### src/rtl/prog_freq_divider.sv
// Loadable up/down frequency divider: WIDTH-bit counter with terminal-count pulse and 50%-duty output.
// Optional DIV_SHADOW_EN: terminal reload uses a shadow copy of load_val captured only on load.
module prog_freq_divider #(
    parameter int               WIDTH   = 8,
    parameter logic [WIDTH-1:0] RST_VAL = '0
) (
    input  logic             clk,
    input  logic             rst_n,
    input  logic             en,
    input  logic             load,
    input  logic             dir,
    input  logic [WIDTH-1:0] load_val,
    output logic [WIDTH-1:0] cnt,
    output logic             tc,
    output logic             div_out
);

    logic [WIDTH-1:0] cnt_q, cnt_d;
    logic             tc_q, tc_d;
    logic             div_q, div_d;
    logic [WIDTH-1:0] term_val;
    logic [WIDTH-1:0] reload_val;

`ifdef DIV_SHADOW_EN
    logic [WIDTH-1:0] shadow_q, shadow_d;

    always_comb begin
        shadow_d = shadow_q;
        if (load) begin
            shadow_d = load_val;
        end
    end

    always_ff @(posedge clk or negedge rst_n) begin
        if (!rst_n) begin
            shadow_q <= RST_VAL;
        end else begin
            shadow_q <= shadow_d;
        end
    end

    assign reload_val = shadow_q;
`else
    assign reload_val = load_val;
`endif

    // Terminal value follows the current direction, so a dir flip never lets the count wrap through it.
    assign term_val = dir ? {WIDTH{1'b1}} : {WIDTH{1'b0}};

    always_comb begin
        cnt_d = cnt_q;
        tc_d  = 1'b0;
        div_d = div_q;
        if (load) begin
            cnt_d = load_val;
        end else if (en) begin
            if (cnt_q == term_val) begin
                cnt_d = reload_val;
                tc_d  = 1'b1;
                div_d = ~div_q;
            end else if (dir) begin
                cnt_d = cnt_q + WIDTH'(1);
            end else begin
                cnt_d = cnt_q - WIDTH'(1);
            end
        end
    end

    always_ff @(posedge clk or negedge rst_n) begin
        if (!rst_n) begin
            cnt_q <= RST_VAL;
            tc_q  <= 1'b0;
            div_q <= 1'b0;
        end else begin
            cnt_q <= cnt_d;
            tc_q  <= tc_d;
            div_q <= div_d;
        end
    end

    assign cnt     = cnt_q;
    assign tc      = tc_q;
    assign div_out = div_q;

endmodule

### config.mk
export PLATFORM = sky130hd
export DESIGN_NAME = prog_freq_divider
export DESIGN_NICKNAME = d
export VERILOG_FILES = /design/src/rtl/prog_freq_divider.sv
export SDC_FILE = /design/constraint.sdc
export NUM_CORES = 1
export LEC_CHECK = 0
export CAP_MARGIN = 20
export CORE_MARGIN = 1
export CORE_UTILIZATION = 30
export DETAILED_ROUTE_END_ITERATION = 10
export GPL_TIMING_DRIVEN = 0
export PLACE_DENSITY_LB_ADDON = 0.2
export SYNTH_ARGS = -nofsm -noshare
export SYNTH_HDL_FRONTEND = slang
export SYNTH_SLANG_ARGS = --single-unit
### constraint.sdc
create_clock -name clk -period 4.4 [get_ports clk]
set_clock_uncertainty 0.1 [all_clocks]
set_input_delay 1.32 -clock clk [delete_from_list [all_inputs] [get_ports clk]]
set_output_delay 1.32 -clock clk [all_outputs]
set_load 0.01 [all_outputs]
# Word-level counts from Yosys, hierarchy flattened
# Index checks and enable logic that the tools add are counted.
# word_totals
ff_bits,10
inputBits,13
output_inout_bits,10
elab_cells,18
# classes
add_sub_neg,2
n_eq_ne,1
n_mux,8
n_bitwise,2
reduce_logical,2
# ops
cell,n
$mux W8,5
$add A8 B1 Y8 const B,1
$eq A8 B8 Y1,1
$sub A8 B1 Y8 const B,1
$mux W1,3
$reduce_and A3 Y1,1
$not A1 Y1,2
$reduce_bool A2 Y1,1

# Longest topological paths before layout
# Gate-level depths: netlist of run 1.
# logic_depth
word_depth,5
depth_mapped,9
mapped_depth_nobuf,7

# Worst setup path before layout of run 1
# No wires, ideal clock.
# synth_timing
kind,input port to flip-flop
start,in dir
end,"reg cnt_q[3], in the netlist cnt[3]"
setup_time_ps,82
t_arrival_ps,2987
t_required_ps,4218
path_slack_ps,1231
stages,9
path_buffers,2
cell_sequence,inv_1 -> ha_1 -> buf_4 -> nand4_1 -> a211oi_4 -> or2_1 -> buf_6 -> or3_1 -> a31oi_1
# synth_via
elab_chain_len,5
elab_cells_between_ends,6
classes_between,eq/ne (1); mux (5)
# synth_lines
item,line,text
"start, declared",11,"input logic dir,"
$mux W8,48,assign term_val = dir ? {WIDTH{1'b1}} : {WIDTH{1'b0}};
$eq A8 B8 Y1,57,if (cnt_q == term_val) begin
$mux W8 (*),57,
$mux W8 (*),56,end else if (en) begin
$mux W8 (*),54,if (load) begin
"end signal, assigned",75,cnt_q <= cnt_d;
"end, declared",18,"logic [WIDTH-1:0] cnt_q, cnt_d;"
# Mark *: on every way between the ends. The rest lies on a longest branch, timed or not. The select of a mux whose other input is x is not followed.
# A chain may end at the register's enable or synchronous reset.

# Worst setup path after layout of run 1
# layout_timing
start,in dir
end,"reg cnt_q[5], in the netlist cnt[5]"
# The elaborated chain is that of the path after synthesis.

==> metrics.txt, run 1 <==
Post-DP HPWL 1490 um; Seq/Total Area, Yosys 30.2%; largest family of logic cells by synthesized area simple AND/OR/NAND/NOR gates; commonest non-fill, non-tap cell in the layout clkdlybuf4s50_1; crit end category flop; I/O Pins 23; Ys Warns 0; fin crit period 3680 ps; Mapped Cells 96; # resized after CTS 0; Detail Route Antenna Nets 0; Residual DRC 0; die width 54.6 um; Ant. Diodes 0; GP Congestion 0.816; die height 54.6 um; Post-layout nets 142; die area 2980 sq um; row count 18; Seq cells post-synth 10; Netlist Area Pre-Place 830 sq um; DR pass1 iterations 4; cts hold-fix bufs 0; crit-path max FO 8; Top Usage Layer GRT met2; P&R area growth vs syn 34.2%; Primary FF master, synth dfrtp_1; mux cell area share after synthesis 0%; actual slew at the worst max-slew pin 480 ps; vias in the first global route 745; number of buffers added on ports 21; grt ovf 0; Clock Sinks 10; CTS Buf Count 3; Post-synth EDFFs 0; syn_nets 116; largest net degree at the start of global routing 11; Final setup violation count 0; Layout Cells excl Fill 151; first-pass GRT wire length 3310 um; P_leak 0.467 nW; Slew Limit Fails 0; setup TNS 0 ps; antenna violations before repair 0; met2 GRT Util approximately a quarter; setup slack after layout around 700 ps; syn_area_per_cell a little under 9 sq um; RSZ-0062 raised after global routing false; vias per cell 5.22; Max Freq roughly 270 MHz; post-synthesis adder-cell area fraction 11.5%; Detailed Route Iter0 Violations 10; Initial Utilization 32.6%; Max Cap Viol 0; Tot Pwr 439 uW; Pwr per Cell Area just under 400 nW/um^2; xor/xnor cell area share of the yosys netlist 4.22%; clk slew on worst S/H paths 70 ps; Inst Count DP 147; simple-gate share of the synthesized area 26.4%; share of layout cells above drive strength 1 11.6%; crit share post-route around 84%; worst vdd ir slightly below 0.2 mV; gr usage total 15.9%; Post-CTS Setup Repair Bufs 0; CP Class in2reg; met1 usage 21.5%; CTS Root Cell clkbuf_4; DP Worst Slack 455 ps; M3 GR Usage 1.67%; most frequent cells in the layout 21 x clkdlybuf4s50_1, 13 x nand2_1, 10 x dfrtp_1; CTS tree built; worst skew pair latency 270 ps; status completed; DR WL/cell between 10 and 15 um; total wire length just under 2000 um; routed via count 788; Hold WS between 300 and 400 ps; Hold Crit Class reg2reg; Async SR Flop Fraction 100%; Hold Violations, Final 0; Synth Area in Compound Gates 22.3%; deepest clock path buffer count 2; Setup crit start kind primary input; CTS H-tree lvls 1; Critical Path RT 4440 ps; relative slew slack 67.6%; Distinct cells, synth 40; Core Area around 2500 sq um; Arr. time, crit path around 3700 ps
==> stage by stage <==
stage / util (%) / area (sq um)
finish: 43.8 / 1110
floorplan: - / 830
global route: 43.8 / 1110
detailed placement: 42.3 / 1080
global placement: 42.3 / 1080
CTS: 43.8 / 1110
==> worst max-delay path, stage by stage <==
cell	delay [ps]
clkdlybuf4s50_1	560
inv_1	210
ha_1	410
a21oi_1	230
a21boi_0	190
and3b_1	220
o41ai_1	500
a21oi_2	90
==> final timing paths <==
kind / endpoint / from / cells past startpoint / slack [ps]
max: cnt[5]$_DFFE_PN0P_ / dir / 8 / 720
min: div_out$_DFFE_PN0P_ / div_out$_DFFE_PN0P_ / 1 / 360
max reg2reg: cnt[6]$_DFFE_PN0P_ / cnt[0]$_DFFE_PN0P_ / 6 / 2170
min reg2reg: div_out$_DFFE_PN0P_ / div_out$_DFFE_PN0P_ / 1 / 360
max in group asynchronous: cnt[5]$_DFFE_PN0P_ / rst_n / 1 / 2630
min in group asynchronous: div_out$_DFFE_PN0P_ / rst_n / 1 / 1270
==> area by class of cell <==
cell class | instances | area [sq um]
fillers | 278 | 1430
multi-input cells | 81 | 534
flip-flops and latches | 10 | 250
repair buffers | 21 | 210
plain buffers | 4 | 41.3
well taps | 30 | 37.5
clock buffers | 4 | 36.3
inverters | 1 | 3.75
==> synthesized netlist by cell type, drive strengths merged, types with 3 or more instances <==
cell type   n  area, sq um
a21oi       7         38.8
ha          6         75.1
buf         4         41.3
nor2        9         33.8
o21ai       5         25.0
dfrtp      10          250
nand3       4         20.0
a31oi       3         18.8
xnor2       3         26.3
nor3        5         25.0
nand2      13         48.8
==> layer usage <==
metal,vias up,part of all wire (%),routed length [um]
met5,-,0,0
met2,18,43,838
met1,365,52,997
met3,4,3.7,72
li1,401,-,-
met4,0,1.2,24
==> registers in the layout (all words and copies together) (netlist names) <==
register / flops
cnt: 8
div_out: 1
tc: 1
==> logic make-up (layout without fill, tap and decap cells) <==
kind of cell | after synthesis | in the layout
AND/OR/NAND/NOR | 44 | 44
AO/OA/AOI/OAI | 26 | 26
buffers and inverters | 5 | 30
adder cells (fa/ha/maj) | 7 | 7
XOR/XNOR | 4 | 4
flip-flops | 10 | 10
==> power by group <==
part	total (mW)	switching, mW	internal (mW)	leakage, nW
clock network	0.0828	0.0326	0.0503	0.0210
logic	0.221	0.105	0.116	0.324
registers	0.135	0.0233	0.112	0.122
Power figures use the tool's default switching activity.
==> inputs of run 2 (changes only) <==
==> constraint.sdc (replaced) <==
create_clock -name clk -period 3.7 [get_ports clk]
set_clock_uncertainty 0.1 [all_clocks]
set_input_delay 1.11 -clock clk [delete_from_list [all_inputs] [get_ports clk]]
set_output_delay 1.11 -clock clk [all_outputs]
set_load 0.01 [all_outputs]
==> results of run 2 <==
The final DEF is identical to that of run 1. Status: completed.
Main changes from that run: setup slack after placement 455 ps -> -35.2 ps; setup slack after layout 715 ps -> 225 ps; register-to-register setup slack 2170 ps -> 1470 ps; total power 0.439 mW -> 0.522 mW; worst IR drop on VDD 0.199 mV -> 0.236 mV
